==> config.mk <==
export PLATFORM = sky130hd
export DESIGN_NAME = cond_unit_flat
export DESIGN_NICKNAME = d
export VERILOG_FILES = /design/src/rtl/cond_unit_pkg.sv /design/src/rtl/cond_unit_if.sv /design/src/rtl/cond_unit_check.sv /design/src/rtl/cond_unit.sv /design/src/flat_wrapper.sv
export SDC_FILE = /design/constraint.sdc
export NUM_CORES = 1
export LEC_CHECK = 0
export ABC_AREA = 1
export CELL_PAD_IN_SITES_DETAIL_PLACEMENT = 1
export CELL_PAD_IN_SITES_GLOBAL_PLACEMENT = 2
export CORE_MARGIN = 2
export CORE_UTILIZATION = 24
export DETAILED_ROUTE_END_ITERATION = 16
export PLACE_DENSITY = 0.83
export SYNTH_ARGS = -nofsm -noshare
export SYNTH_HDL_FRONTEND = slang
export SYNTH_SLANG_ARGS = --single-unit
export TNS_END_PERCENT = 50
==> constraint.sdc <==
create_clock -name clk -period 1.91 [get_ports clk]
set_input_delay 0.4775 -clock clk [delete_from_list [all_inputs] [get_ports clk]]
set_output_delay 0.4775 -clock clk [all_outputs]
set_load 0.005 [all_outputs]
==> src/rtl/cond_unit_pkg.sv <==
// cond_pkg: condition encodings and flag/flag-write bit positions shared by the condition unit.
package cond_pkg;
  localparam logic [3:0] COND_EQ = 4'h0;
  localparam logic [3:0] COND_NE = 4'h1;
  localparam logic [3:0] COND_CS = 4'h2;
  localparam logic [3:0] COND_CC = 4'h3;
  localparam logic [3:0] COND_MI = 4'h4;
  localparam logic [3:0] COND_PL = 4'h5;
  localparam logic [3:0] COND_VS = 4'h6;
  localparam logic [3:0] COND_VC = 4'h7;
  localparam logic [3:0] COND_HI = 4'h8;
  localparam logic [3:0] COND_LS = 4'h9;
  localparam logic [3:0] COND_GE = 4'hA;
  localparam logic [3:0] COND_LT = 4'hB;
  localparam logic [3:0] COND_GT = 4'hC;
  localparam logic [3:0] COND_LE = 4'hD;
  localparam logic [3:0] COND_AL = 4'hE;
  localparam logic [3:0] COND_NV = 4'hF;
  localparam int FLAG_N = 3;
  localparam int FLAG_Z = 2;
  localparam int FLAG_C = 1;
  localparam int FLAG_V = 0;
  localparam int FLAGW_NZ = 1;
  localparam int FLAGW_CV = 0;
endpackage

==> src/rtl/cond_unit_if.sv <==
// cond_unit_if: decoder-side request and writeback-side gated controls with valid/ready handshakes.
interface cond_unit_if;
  logic       in_valid;
  logic       in_ready;
  logic [3:0] Cond;
  logic [3:0] ALUFlags;
  logic [1:0] FlagW;
  logic       PCS;
  logic       RegW;
  logic       MemW;
  logic       NoWrite;
  logic       out_valid;
  logic       out_ready;
  logic       PCSrc;
  logic       RegWrite;
  logic       MemWrite;
  logic       CondEx;
  logic       cond_err;
  modport master (
    output in_valid, Cond, ALUFlags, FlagW, PCS, RegW, MemW, NoWrite, out_ready,
    input  in_ready, out_valid, PCSrc, RegWrite, MemWrite, CondEx, cond_err
  );
  modport slave (
    input  in_valid, Cond, ALUFlags, FlagW, PCS, RegW, MemW, NoWrite, out_ready,
    output in_ready, out_valid, PCSrc, RegWrite, MemWrite, CondEx, cond_err
  );
endinterface

==> src/rtl/cond_unit_check.sv <==
// cond_check: evaluates an ARM condition field against the stored {N,Z,C,V} flags.
module cond_check
  import cond_pkg::*;
(
  input  logic [3:0] Cond,
  input  logic [3:0] Flags,
  output logic       CondEx,
  output logic       cond_err
);
  logic n, z, c, v;
  assign n = Flags[FLAG_N];
  assign z = Flags[FLAG_Z];
  assign c = Flags[FLAG_C];
  assign v = Flags[FLAG_V];
  always_comb begin
    CondEx = 1'b0;
    cond_err = (Cond == COND_NV);
    case (Cond)
      COND_EQ: CondEx = z;
      COND_NE: CondEx = ~z;
      COND_CS: CondEx = c;
      COND_CC: CondEx = ~c;
      COND_MI: CondEx = n;
      COND_PL: CondEx = ~n;
      COND_VS: CondEx = v;
      COND_VC: CondEx = ~v;
      COND_HI: CondEx = c & ~z;
      COND_LS: CondEx = ~c | z;
      COND_GE: CondEx = (n == v);
      COND_LT: CondEx = (n != v);
      COND_GT: CondEx = ~z & (n == v);
      COND_LE: CondEx = z | (n != v);
      COND_AL: CondEx = 1'b1;
      default: CondEx = 1'b0;
    endcase
  end
endmodule

==> src/rtl/cond_unit.sv <==
// cond_unit: flag register, condition gating of PC/reg/mem writes behind a 1-entry
// output register, and a saturating count of condition-failed instructions.
module cond_unit
  import cond_pkg::*;
#(
  parameter int         CNT_W    = 8,
  parameter logic [3:0] FLAG_RST = 4'b0000
) (
  input  logic             clk,
  input  logic             reset_n,
  cond_unit_if.slave       bus,
  output logic [3:0]       Flags,
  output logic [CNT_W-1:0] skip_count
);
  logic cond_ex, err, accept;
  cond_check u_check (
    .Cond    (bus.Cond),
    .Flags   (Flags),
    .CondEx  (cond_ex),
    .cond_err(err)
  );
  assign bus.in_ready = ~bus.out_valid | bus.out_ready;
  assign accept = bus.in_valid & bus.in_ready;
  // Flags are committed at accept so a back-to-back successor already sees them.
  always_ff @(posedge clk or negedge reset_n)
    if (!reset_n) begin
      Flags <= FLAG_RST;
      bus.out_valid <= 1'b0;
      bus.PCSrc <= 1'b0;
      bus.RegWrite <= 1'b0;
      bus.MemWrite <= 1'b0;
      bus.CondEx <= 1'b0;
      bus.cond_err <= 1'b0;
      skip_count <= '0;
    end else if (accept) begin
      if (cond_ex & bus.FlagW[FLAGW_NZ]) Flags[FLAG_N:FLAG_Z] <= bus.ALUFlags[FLAG_N:FLAG_Z];
      if (cond_ex & bus.FlagW[FLAGW_CV]) Flags[FLAG_C:FLAG_V] <= bus.ALUFlags[FLAG_C:FLAG_V];
      bus.out_valid <= 1'b1;
      bus.PCSrc <= bus.PCS & cond_ex;
      bus.RegWrite <= bus.RegW & cond_ex & ~bus.NoWrite;
      bus.MemWrite <= bus.MemW & cond_ex;
      bus.CondEx <= cond_ex;
      bus.cond_err <= err;
      if (!cond_ex && skip_count != '1) skip_count <= skip_count + CNT_W'(1);
    end else if (bus.out_ready) begin
      bus.out_valid <= 1'b0;
    end
endmodule

==> src/flat_wrapper.sv <==
// flat-port wrapper written by rule: the top's interface ports become plain ports
module cond_unit_flat import cond_pkg::*;
#(
  parameter int         CNT_W    = 8,
  parameter logic [3:0] FLAG_RST = 4'b0000
)
  (clk, reset_n, Flags, skip_count, bus_in_valid, bus_Cond, bus_ALUFlags, bus_FlagW, bus_PCS, bus_RegW, bus_MemW, bus_NoWrite, bus_out_ready, bus_in_ready, bus_out_valid, bus_PCSrc, bus_RegWrite, bus_MemWrite, bus_CondEx, bus_cond_err);
  cond_unit_if bus_i ();
  input  logic clk;
  input  logic reset_n;
  output logic [3:0] Flags;
  output logic [CNT_W-1:0] skip_count;
  input wire logic [$bits(bus_i.in_valid)-1:0] bus_in_valid;
  input wire logic [$bits(bus_i.Cond)-1:0] bus_Cond;
  input wire logic [$bits(bus_i.ALUFlags)-1:0] bus_ALUFlags;
  input wire logic [$bits(bus_i.FlagW)-1:0] bus_FlagW;
  input wire logic [$bits(bus_i.PCS)-1:0] bus_PCS;
  input wire logic [$bits(bus_i.RegW)-1:0] bus_RegW;
  input wire logic [$bits(bus_i.MemW)-1:0] bus_MemW;
  input wire logic [$bits(bus_i.NoWrite)-1:0] bus_NoWrite;
  input wire logic [$bits(bus_i.out_ready)-1:0] bus_out_ready;
  output wire logic [$bits(bus_i.in_ready)-1:0] bus_in_ready;
  output wire logic [$bits(bus_i.out_valid)-1:0] bus_out_valid;
  output wire logic [$bits(bus_i.PCSrc)-1:0] bus_PCSrc;
  output wire logic [$bits(bus_i.RegWrite)-1:0] bus_RegWrite;
  output wire logic [$bits(bus_i.MemWrite)-1:0] bus_MemWrite;
  output wire logic [$bits(bus_i.CondEx)-1:0] bus_CondEx;
  output wire logic [$bits(bus_i.cond_err)-1:0] bus_cond_err;
  assign bus_i.in_valid = bus_in_valid;
  assign bus_i.Cond = bus_Cond;
  assign bus_i.ALUFlags = bus_ALUFlags;
  assign bus_i.FlagW = bus_FlagW;
  assign bus_i.PCS = bus_PCS;
  assign bus_i.RegW = bus_RegW;
  assign bus_i.MemW = bus_MemW;
  assign bus_i.NoWrite = bus_NoWrite;
  assign bus_i.out_ready = bus_out_ready;
  assign bus_in_ready = bus_i.in_ready;
  assign bus_out_valid = bus_i.out_valid;
  assign bus_PCSrc = bus_i.PCSrc;
  assign bus_RegWrite = bus_i.RegWrite;
  assign bus_MemWrite = bus_i.MemWrite;
  assign bus_CondEx = bus_i.CondEx;
  assign bus_cond_err = bus_i.cond_err;
  cond_unit #(.CNT_W(CNT_W), .FLAG_RST(FLAG_RST)) u_core (.clk(clk), .reset_n(reset_n), .bus(bus_i), .Flags(Flags), .skip_count(skip_count));
endmodule
# Word level (Yosys, flattened, before mapping)
# Index checks and enable logic that the tools add are counted.
classes:
  eq_ne: 18
  n_mux: 3
  bitwise: 18
  n_addsub: 1
  n_reduce_logical: 7
ops:
  columns: ["operator", "count"]
  rows:
  - ["4-bit equality test, second input constant", 8]
  - ["4-bit by 3-bit equality test with 1-bit output, second input constant", 4]
  - ["1-bit one-hot mux with 15 select lines", 1]
  - ["1-bit AND", 9]
  - ["8-bit by 1-bit adder with 8-bit output, second input constant", 1]
  - ["4-bit by 2-bit equality test with 1-bit output, second input constant", 2]
  - ["8-bit inequality test, second input constant", 1]
  - ["1-bit inverter", 6]
  - ["2-bit AND reduction", 3]
  - ["4-bit by 1-bit equality test with 1-bit output, second input constant", 1]
  - ["4-bit logical NOT", 1]
  - ["1-bit OR", 3]
  - ["1-bit 2-to-1 mux", 2]
  - ["2-bit nonzero test", 1]
  - ["1-bit equality test", 1]
  - ["1-bit logical AND", 1]
  - ["1-bit logical NOT", 1]
  - ["1-bit inequality test", 1]
totals:
  word_cells: 56
  register_bits: 18
  in_bits: 18
  out_inout_bits: 19

# Longest topological paths before layout
# Gate-level depths: netlist of the first run.
logic_depth:
  depth_word: 6
  ltp_mapped: 11

# Modules after synthesis
# From an unflattened synthesis of the first run, not the netlist that was laid out.
hier_totals:
  hier_cells: 164
  hier_area_um2: 1109.8
modules_own_cells:
  columns: ["module", "instances", "area_per_inst_um2", "cells_each"]
  rows:
  - ["cond_unit", 1, 894.6, 111]
  - ["cond_check", 1, 215.2, 53]

# Least setup slack after synthesis of the first run
# Ideal clock, no wire load.
synth_timing:
  kind: "input -> register"
  startpoint: "input bus_Cond[0]"
  endpoint: "register u_core.skip_count[0]"
  setup_slack_ps: 425
  stages: 10
  t_arrival_ps: 1367
  t_required_ps: 1792
  n_path_buf: 1
  setup_ps: 118
  cell_sequence: "buf_4 inv_1 nand2_1 nor2_1 a21oi_1 nand3_1 nor2_1 nand4_1 nand2_1 nand2_1"
synth_via:
  elab_chain_cells: 5
  elab_cells_between_ends: 19
  cone_classes: "eq/ne (14); mux (1); reduce/logical (4)"
synth_rtl:
  columns: ["element", "line", "rtl"]
  rows:
  - ["start: declaration", "flat_wrapper.sv:14", "input wire logic [$bits(bus_i.Cond)-1:0] bus_Cond;"]
  - ["4-bit equality test, or another cell as far along", "cond_unit_check.sv:18", "case (Cond)"]
  - ["1-bit one-hot mux with 15 select lines *", "cond_unit_check.sv:18", null]
  - ["1-bit logical NOT *", "cond_unit.sv:44", "if (!cond_ex && skip_count != '1) skip_count <= skip_count + CNT_W'(1);"]
  - ["1-bit logical AND *", "cond_unit.sv:44", null]
  - ["2-bit AND reduction (no source line) *", null, null]
  - ["end signal: assignment", "cond_unit.sv:44", null]
  - ["end: declaration", "cond_unit.sv:13", "output logic [CNT_W-1:0] skip_count"]
# Every way passes the cells marked *; elsewhere a longest branch is shown, timed or not.
# A chain may end at the register's enable or synchronous reset.

# Worst setup path in the final report of the first run
layout_timing:
  startpoint: "input bus_out_ready"
  endpoint: "output bus_in_ready"
layout_via:
  elab_chain_cells: 1
layout_rtl:
  columns: ["element", "line", "rtl"]
  rows:
  - ["start: declaration", "flat_wrapper.sv:21", "input wire logic [$bits(bus_i.out_ready)-1:0] bus_out_ready;"]
  - ["1-bit OR", "cond_unit.sv:22", "assign bus.in_ready = ~bus.out_valid | bus.out_ready;"]
  - ["end: declaration", "flat_wrapper.sv:22", "output wire logic [$bits(bus_i.in_ready)-1:0] bus_in_ready;"]
# Every way passes these cells.

==> run metrics, run 1 <==
result of the run=completed; H-Tree Level Count=1; cell type contributing the most total cell area after synthesis=sky130_fd_sc_hd__dfrtp_1; Post-DP HPWL=2742 um; count of filler cells inserted in the layout=570; minimum period implied by the final worst setup slack=1.775 ns; M2 GR Usage=0.2586; most frequently used cell type in the post-synthesis netlist=sky130_fd_sc_hd__nand2_1; net switching power=0.6931 mW; drt initial violations=36; Routed Wire Length=3520 um; last weighted congestion value of the routability-driven placer=0.8097; area of the core=4444 sq um; mux share of post-synthesis cell area=0; Post-Synthesis Mean Instance Area=7.098 sq um; Crit Path Class=input port to primary output; required time worst endpoint=1.43 ns; Synth Warn #=0; total number of vias=1203; CTS Root Buffer Type=sky130_fd_sc_hd__clkbuf_8; most frequently used flop master after synthesis=sky130_fd_sc_hd__dfrtp_1; gr busiest metal=met2; Setup-failing EPs final=0; via/cell ratio=4.645; sequential group share of total power=0.352; CTS clk-pin slew, worst paths=0.08 ns; logic gate share of total power=0.472; hold path cells=1; y dimension of the die=72.58 um; arrival time at the worst endpoint=1.30 ns; Post-synth EDFFs=0; number of buffers added on ports=36; synthesized area=1129 sq um; element type at the critical path start=input port; nets=227; antenna cells=0; area occupied by multi-input gates=586.8 sq um; setup repair after global routing missed its margin=no; post-synthesis share of cell area spent on full adders, half adders and majority gates=0.01109; layout cells sized above 1=0.1159; PnR worst setup slack=0.1349 ns; element type at the critical path end=primary output; Cell Pwr Density=1079 nW/um^2; antenna-violating nets left=0; clock latency reported for the late side of the worst-skew pair=0.26 ns; clock tree sinks=18; worst reg-to-reg path cell count=10; first-pass GRT wire length=5940 um; net count after synthesis=178; top cell type's share of synthesized area=0.3991; die outline width=72.58 um; dominant combinational cell family by area after synthesis=simple AND/OR/NAND/NOR gates; sequential area share after synthesis=0.3991; cell types with the highest counts after synthesis=sky130_fd_sc_hd__nand2_1 (53), sky130_fd_sc_hd__nand3_1 (24), sky130_fd_sc_hd__inv_1 (22); met3 track demand over resource in global routing=0.01796; total internal power=1.127 mW; Min-Delay Path Class=flip-flop to flip-flop; area fraction in and, or, nand and nor cells after synthesis=0.4058; CTS Buffer Depth=2; max-cap violations=0; number of antenna violations at the first check in global routing=0; worst slew margin relative to its limit=0.7924; Final Cycle Share=0.9294; leakage power of the design=0.8784 nW; compound-gate portion of the synthesized area=0.04656; number of synthesized register bits=18; Worst IR Drop VDD=0.4574 mV; transition time at the pin with the least slew margin=0.3114 ns; synthesized-area fraction occupied by xor and xnor cells=0.04656; cell count after synthesis=159; number of remaining DRC errors=0; clock tree from TritonCTS=built; number of unique standard cell types used by synthesis=23; residual overflow from global routing=0; maximum frequency from static timing analysis=563.3 MHz; Non-Filler Cell Area, Final=1688 sq um; Area after DPL=1609 sq um; initial core utilization=0.2539; minimum setup slack after placement=-0.2987 ns; number of global-route vias before repair=1322; routing usage on met1=0.1734; count of standard-cell rows=24; largest net degree at the start of global routing=19; Sequential cell area=450.4 sq um; count of final max-slew check failures=0; clock network fraction of design power=0.177; switching fraction of total power=0.3807; routed wire length per instance=13.59 um; top area cells in the synthesized netlist=sky130_fd_sc_hd__dfrtp_1 (40%), sky130_fd_sc_hd__nand2_1 (18%), sky130_fd_sc_hd__nand3_1 (11%); die outline area=5267 sq um; Post-synth ARST share=1.000; total routing resource utilization after global routing=0.1438; iteration count of the initial detailed-routing pass=4; synthesis-to-layout area growth=49.56%; Clock Skews=0.008507 ns; number of I/O pins=37; maximum fanout count along the critical path=2; Inserted Clock Buffers=3; final hold violation count=0
-- state kept, by name, summed over array words and instances, names as in the netlist --
| signal | count |
|---|---|
| u_core.bus.RegWrite | 1 |
| u_core.bus.out_valid | 1 |
| u_core.Flags | 4 |
| u_core.bus.cond_err | 1 |
| u_core.bus.MemWrite | 1 |
| u_core.bus.PCSrc | 1 |
| u_core.skip_count | 8 |
| u_core.bus.CondEx | 1 |
-- stage by stage --
stage	hold WS (ns)	util	total power, mW	std cells	setup TNS [ns]
2_1_floorplan	0.1819	-	1.020	159	0
3_3_place_gp	0.4915	0.3621	1.438	253	-3.316
3_5_place_dp	0.5065	0.3621	1.482	253	-4.244
4_1_cts	0.5240	0.3775	1.848	259	0
5_1_grt	0.5440	0.3798	1.972	259	0
6_report	0.5152	0.3798	1.821	259	0
-- per-layer routing --
layer,share of wire,routed length (um)
met5,0,0
met4,0.019,68
met3,0.027,94
met2,0.51,1806
met1,0.44,1550
-- layout make-up --
class,count,area share
well taps,52,0.03855
repair buffers,47,0.2632
multi-input cells,115,0.3477
inverters,23,0.05115
flip-flops and latches,18,0.2669
clock buffers,4,0.03262
-- repair_timing --
action,4_1_cts,5_1_grt
resized for setup,4,3
setup buffers,2,0
setup endpoints to repair,9,16
pin swaps,1,1
hold buffers,0,0
-- worst paths after layout --
path                                     start              endpoint  slack [ns]
min in group asynchronous              reset_n  u_core.skip_count[3]        0.54
min                        u_core.bus.cond_err   u_core.bus.cond_err        0.52
max reg2reg                    u_core.Flags[3]  u_core.skip_count[5]        0.33
max                              bus_out_ready          bus_in_ready        0.13
max in group asynchronous              reset_n       u_core.Flags[1]        1.16
min reg2reg                u_core.bus.cond_err   u_core.bus.cond_err        0.52
-- power groups by stage --
stage	Combinational (mW)	Sequential, mW	Clock, mW
finish	0.859	0.640	0.322
detailed placement	0.830	0.652	0
global placement	0.799	0.639	0
floorplan	0.396	0.623	0
global route	0.953	0.670	0.349
CTS	0.875	0.645	0.327
-- worst max-delay path: stages --
cell and delay (ns):
sky130_fd_sc_hd__clkdlybuf4s50_1 0.46, sky130_fd_sc_hd__inv_1 0.05, sky130_fd_sc_hd__nand2_1 0.07, sky130_fd_sc_hd__dlygate4sd2_1 0.23
-- cell families after synthesis --
group           after synthesis
compound gates                9
xor+xnor                      6
fa+ha+maj                     1
buf+inv                      26
flops                        18
simple gates                 99
-- placed cells by master, fill, tap and decap left out, drive strengths merged --
| master | instances |
|---|---|
| o21a | 1 |
| nand3 | 25 |
| nand3b | 1 |
| dlymetal6s2s | 2 |
| clkdlybuf4s50 | 31 |
| xnor2 | 1 |
| a21oi | 3 |
| ha | 1 |
| dfrtp | 18 |
| o22ai | 1 |
| buf | 11 |
| nand2 | 55 |
| dlygate4sd2 | 3 |
| nor2 | 11 |
| o21ai | 4 |
| inv | 23 |
| nand4 | 6 |
| nor3b | 1 |
| xor2 | 5 |
| clkbuf | 4 |
No activity file was read; power rests on OpenSTA's default activity.
==> inputs of run 2 (changes only) <==
Settings changed: ABC_AREA 1 to unset, CORE_UTILIZATION 24 to 25, PLACE_DENSITY 0.83 to 0.8.
==> run 2 against run 1 <==
  * Area after synthesis down 9.2%
  * Flip-flop and latch count did not move
  * Critical path depth increased by 2
  * First-iteration DRC count fell by 86%
  * Global-route usage down 0.61 points
==> run metrics, run 2 <==
element type at the critical path start=flip-flop; met3 track demand over resource in global routing=0.01480; result of the run=completed; beginning of the worst register-to-register path=u_core.Flags[3]; antenna-violating nets left=0; Post-synth ARST share=1.000; maximum frequency from static timing analysis=534.6 MHz; Final Cycle Share=0.9794; Post-Synthesis Mean Instance Area=10.46 sq um; via/cell ratio=4.779; clock latency reported for the late side of the worst-skew pair=0.26 ns; number of I/O pins=37; count of filler cells inserted in the layout=448; most frequently used flop master after synthesis=sky130_fd_sc_hd__dfrtp_1; top area cells in the synthesized netlist=sky130_fd_sc_hd__dfrtp_1 (44%), sky130_fd_sc_hd__xor2_1 (7.7%), sky130_fd_sc_hd__mux2_2 (6.6%); worst-path cell with the longest stage delay=sky130_fd_sc_hd__dfrtp_2; iteration count of the initial detailed-routing pass=4; Synth Warn #=0; count of final max-slew check failures=0; Top reg by flops=u_core.skip_count; layout cells sized above 1=0.3506; element type at the critical path end=flip-flop; gr busiest metal=met2; Non-Filler Cell Area, Final=1763 sq um; number of unique standard cell types used by synthesis=34; Post-DP HPWL=2225 um; nets=174; Clock Skews=0.002336 ns; transition time at the pin with the least slew margin=0.5336 ns; final hold violation count=0; Bufs and invs on worst path=1; drt initial violations=5; synthesis-to-layout area growth=72.04%; Inserted Clock Buffers=3; Area after DPL=1562 sq um; sequential area share after synthesis=0.4396; clock tree sinks=18; first-pass GRT wire length=4678 um; area of the core=3971 sq um; crit-path cells=xnor3_1, a31oi_2, buf_4, a22oi_2, nor2_4, o41ai_2; clock tree from TritonCTS=built; worst hold slack after final layout=0.4808 ns; CTS Buffer Depth=2; Min-Delay Path Class=flip-flop to flip-flop; Post-Layout Cell Count=204; launch point of the worst hold path=u_core.bus.PCSrc; total routing resource utilization after global routing=0.1376; number of buffers inserted by hold repair at cts=0; cell type contributing the most total cell area after synthesis=sky130_fd_sc_hd__dfrtp_1; max-cap violations=0; y dimension of the die=68.02 um; Worst Setup SP=u_core.Flags[3]; setup repair after global routing missed its margin=yes; arrival time at the worst endpoint=2.03 ns; flip-flop count of the largest register, all copies and words added=8; synthesized area=1025 sq um; Post-synth EDFFs=0; die outline width=68.02 um; residual overflow from global routing=0; largest net degree at the start of global routing=19; highest cell delay on the worst timing path=0.46 ns; Setup-failing EPs final=0; total number of vias=975; Crit Path Class=flip-flop to flip-flop; number of synthesized register bits=18; Cell Pwr Density=982.8 nW/um^2; last weighted congestion value of the routability-driven placer=0.8812; Finished Core Util=0.4439; leakage power of the design=0.7808 nW; top cell type's share of synthesized area=0.4396; required time worst endpoint=2.07 ns; total instance count after detailed placement=197; cell count after synthesis=98; maximum fanout count along the critical path=6; Top Family by Delay on Critical Path=compound AO/OA/AOI/OAI gates; Worst IR Drop VDD=0.2962 mV; count of standard-cell rows=23; initial core utilization=0.2580; M2 GR Usage=0.2403; most frequently used cell type in the post-synthesis netlist=sky130_fd_sc_hd__dfrtp_1; number of buffers added on ports=36; PnR worst setup slack=0.03931 ns; routing usage on met1=0.1643; worst slew margin relative to its limit=0.6443; net count after synthesis=117; routed wire length per instance=15.22 um; number of antenna violations at the first check in global routing=0; CTS clk-pin slew, worst paths=0.07 ns; minimum setup slack after placement=-0.6589 ns; minimum period implied by the final worst setup slack=1.871 ns; registers with the most flip-flops=u_core.skip_count x8, u_core.Flags x4; most common library cell in the layout ignoring fill and taps=sky130_fd_sc_hd__clkdlybuf4s50_1; antenna cells=0; Routed Wire Length=3104 um; die outline area=4627 sq um; H-Tree Level Count=1; number of remaining DRC errors=0; CTS Root Buffer Type=sky130_fd_sc_hd__clkbuf_8; cell types with the highest counts after synthesis=sky130_fd_sc_hd__dfrtp_1 (18), sky130_fd_sc_hd__nand2_1 (13), sky130_fd_sc_hd__xor2_1 (9); number of global-route vias before repair=996; most frequent cells in the layout=sky130_fd_sc_hd__clkdlybuf4s50_1 (31), sky130_fd_sc_hd__buf_4 (18), sky130_fd_sc_hd__dfrtp_1 (16), sky130_fd_sc_hd__nand2_1 (13), sky130_fd_sc_hd__xor2_1 (9)
==> run 2: cell types whose count changed after synthesis, sizes merged, moves of 2 or more <==
cell	delta
mux2i	+3
nand3	-24
and3	+3
inv	-21
nor2b	+2
xor2	+4
mux2	+6
nor3	+4
nor2	-8
nand2	-42
nand2b	+2
==> run 2: kinds of logic after synthesis <==
| family | Yosys count | share of synthesized area |
|---|---|---|
| buffers and inverters | 5 | 0.02809 |
| AOI/OAI and AO/OA | 13 | 0.09768 |
| adders and majority gates | 1 | 0.01221 |
| muxes | 9 | 0.09523 |
| xor gates and xnor gates | 10 | 0.09890 |
| DFF | 18 | 0.4396 |
| and+or+nand+nor | 42 | 0.2283 |
==> run 2: worst register-to-register path, stage by stage (launching register included) <==
cell and delay (ns):
sky130_fd_sc_hd__dfrtp_2 0.46, sky130_fd_sc_hd__xnor3_1 0.32, sky130_fd_sc_hd__a31oi_2 0.11, sky130_fd_sc_hd__buf_4 0.15, sky130_fd_sc_hd__a22oi_2 0.44, sky130_fd_sc_hd__nor2_4 0.08
sky130_fd_sc_hd__o41ai_2 0.20
==> run 2: path summary, 6_finish.rpt <==
path                                         to  slack (ns)  cells past startpoint
min reg2reg                    u_core.bus.PCSrc        0.48                      2
max reg2reg                 u_core.bus.RegWrite        0.04                      6
min                            u_core.bus.PCSrc        0.48                      2
min in group asynchronous  u_core.bus.out_valid        0.55                      2
max in group asynchronous       u_core.Flags[3]        1.14                      2
max                         u_core.bus.RegWrite        0.04                      6
==> run 2: layer usage <==
| layer | vias to the layer above | share of wire |
|---|---|---|
| met2 | 20 | 0.53 |
| met5 | - | 0 |
| met3 | 4 | 0.026 |
| met1 | 487 | 0.42 |
| li1 | 464 | - |
| met4 | 0 | 0.022 |
==> run 2: power by group <==
part	internal, mW	switching (mW)	total (mW)
combinational	0.489	0.299	0.788
clock	0.183	0.135	0.318
sequential	0.487	0.140	0.626
==> run 2: final cells by class <==
cell class	instances	area (sq um)	area share
clock buffer	4	55.05	0.03123
tap	50	62.56	0.03549
multi-input combinational	75	695.7	0.3946
sequential	18	452.9	0.2569
inverter	2	7.507	0.004258
timing repair buffer	55	489.2	0.2775
==> run 2: what timing repair did <==
action,in CTS,in global routing
buffers inserted,3,0
setup endpoints to repair,17,16
gates resized for setup,19,22
pin swaps,5,7
==> run 2: through the flow <==
stage	power, mW	TNS (ns)
6_report	1.733	0
2_1_floorplan	0.9104	-0.007296
4_1_cts	1.657	-0.02970
3_3_place_gp	1.281	-8.612
3_5_place_dp	1.299	-9.587
5_1_grt	1.847	-0.2637
==> inputs of run 3 (changes only) <==
Settings changed: PLACE_DENSITY 0.8 to unset, PLACE_DENSITY_LB_ADDON set to 0.1.
==> run 3 against run 2 <==
  * Flip-flop and latch count stayed put
  * Sequential power about the same
  * Non-clock buffer count decreased by 2
  * Utilization fell by 0.44 points
  * Largest power group unchanged
  * Total power down 2.9%
  * Final cell count is 1.5% lower
  * Worst setup slack worse by 0.020 ns
  * Sequential share of layout area grew 0.26 points
  * Combinational power is 0.5% higher
  * Largest cell class unchanged
  * Clock skew shrank 0.0013 ns
  * Final area shrank 0.99%
  * Wire length decreased by 4.4%
==> run metrics, run 3 (synthesis results as in run 2) <==
initial core utilization=0.2580; area of the core=3971 sq um; beginning of the worst register-to-register path=u_core.Flags[3]; count of standard-cell rows=23; element type at the critical path start=flip-flop; Worst Setup SP=u_core.Flags[3]; setup repair after global routing missed its margin=yes; number of antenna violations at the first check in global routing=0; routed wire length per instance=14.77 um; launch point of the worst hold path=u_core.bus.MemWrite; most frequent cells in the layout=sky130_fd_sc_hd__clkdlybuf4s50_1 (31), sky130_fd_sc_hd__buf_4 (16), sky130_fd_sc_hd__dfrtp_1 (16), sky130_fd_sc_hd__nand2_1 (13), sky130_fd_sc_hd__xor2_1 (9); Final Cycle Share=0.9899; drt initial violations=27; via/cell ratio=4.711; element type at the critical path end=flip-flop; highest cell delay on the worst timing path=0.46 ns; CTS clk-pin slew, worst paths=0.07 ns; registers with the most flip-flops=u_core.skip_count x8, u_core.Flags x4; count of final max-slew check failures=0; maximum fanout count along the critical path=5; arrival time at the worst endpoint=2.03 ns; die outline width=68.02 um; y dimension of the die=68.02 um; H-Tree Level Count=1; worst-path cell with the longest stage delay=sky130_fd_sc_hd__dfrtp_2; total routing resource utilization after global routing=0.1434; number of global-route vias before repair=1028; max-cap violations=0; Post-DP HPWL=2255 um; Clock Skews=0.0009972 ns; worst slew margin relative to its limit=0.8101; Routed met3 length=128 um; required time worst endpoint=2.05 ns; residual overflow from global routing=0; Setup-failing EPs final=0; leakage power of the design=0.7606 nW; flip-flop count of the largest register, all copies and words added=8; crit-path cells=xor2_1, o2bb2ai_4, mux2i_4, and3_4, mux2_4; synthesis-to-layout area growth=70.33%; first-pass GRT wire length=4878 um; minimum period implied by the final worst setup slack=1.891 ns; number of buffers inserted by hold repair at cts=0; CTS Buffer Depth=2; Min-Delay Path Class=flip-flop to flip-flop; Worst IR Drop VDD=0.4075 mV; layout cells sized above 1=0.3311; CTS Root Buffer Type=sky130_fd_sc_hd__clkbuf_8; clock tree sinks=18; final hold violation count=0; largest net degree at the start of global routing=19; maximum frequency from static timing analysis=528.9 MHz; antenna cells=0; antenna-violating nets left=0; result of the run=completed; worst hold slack after final layout=0.4881 ns; last weighted congestion value of the routability-driven placer=0.8308; number of remaining DRC errors=0; transition time at the pin with the least slew margin=0.2770 ns; number of I/O pins=37; Finished Core Util=0.4395; Top reg by flops=u_core.skip_count; number of buffers added on ports=36; Crit Path Class=flip-flop to flip-flop; Routed Wire Length=2968 um; met2 wire len=1562 um; clock latency reported for the late side of the worst-skew pair=0.25 ns; total number of vias=947; most common library cell in the layout ignoring fill and taps=sky130_fd_sc_hd__clkdlybuf4s50_1; nets=172; Cell Pwr Density=963.8 nW/um^2; max layer used=met4; die outline area=4627 sq um; iteration count of the initial detailed-routing pass=3; clock tree from TritonCTS=built; WL met1=1262 um; Inserted Clock Buffers=3
[run 3: cell types whose count changed in the layout (fill, tap and decap cells not counted), sizes merged]
cell	before	now
clkbuf	5	4
buf	21	19
[run 3: through the flow]
step                       TNS [ns]  std cells  setup WS, ns  total power, mW  instance area [sq um]
final                             0        201       0.01922            1.682                   1745
after global routing       -0.04810        201      -0.03926            1.805                   1745
after CTS                  -0.07326        200      -0.01894            1.671                   1699
after detailed placement     -8.834        195       -0.6166            1.291                   1546
after global placement       -8.031        195       -0.5778            1.280                   1546
after floorplan           -0.007296         98     -0.001824           0.9104                   1042
[run 3: critical path: cells and delay by family (launching register included)]
family	cells	cell delay, ns
xor gates and xnor gates	1	0.20
AOI/OAI and AO/OA	1	0.21
muxes	2	0.66
and+or+nand+nor	1	0.25
DFF	1	0.46
[run 3: power by group]
| group | switching (mW) | internal, mW |
|---|---|---|
| sequential | 0.138 | 0.487 |
| clock | 0.125 | 0.140 |
| combinational | 0.298 | 0.494 |
| total | 0.562 | 1.12 |
[run 3: area by class of cell]
cell class	count	area, sq um
clock buffer	3	41.29
sequential	18	452.9
fill	437	2226
tap	50	62.56
multi-input combinational	75	698.2
inverter	2	7.507
timing repair buffer	53	483.0
[run 3: final timing paths]
path	end	slack, ns	cells after the start
max	u_core.skip_count[1]	0.02	5
min	u_core.bus.MemWrite	0.49	2
max reg2reg	u_core.skip_count[1]	0.02	5
min reg2reg	u_core.bus.MemWrite	0.49	2
max in group asynchronous	u_core.Flags[3]	1.12	2
min in group asynchronous	u_core.bus.out_valid	0.56	2
[run 3: layer usage]
layer	vias up	GRT usage
li1	460	-
met1	464	0.1719
met2	21	0.2536
met3	2	0.04112
met4	0	0.03000
met5	-	0
[run 3: repair_timing]
item | 4_1_cts | 5_1_grt
pin swaps | 6 | 3
setup endpoints to repair | 17 | 15
gates resized for setup | 26 | 13
buffers inserted | 2 | 1
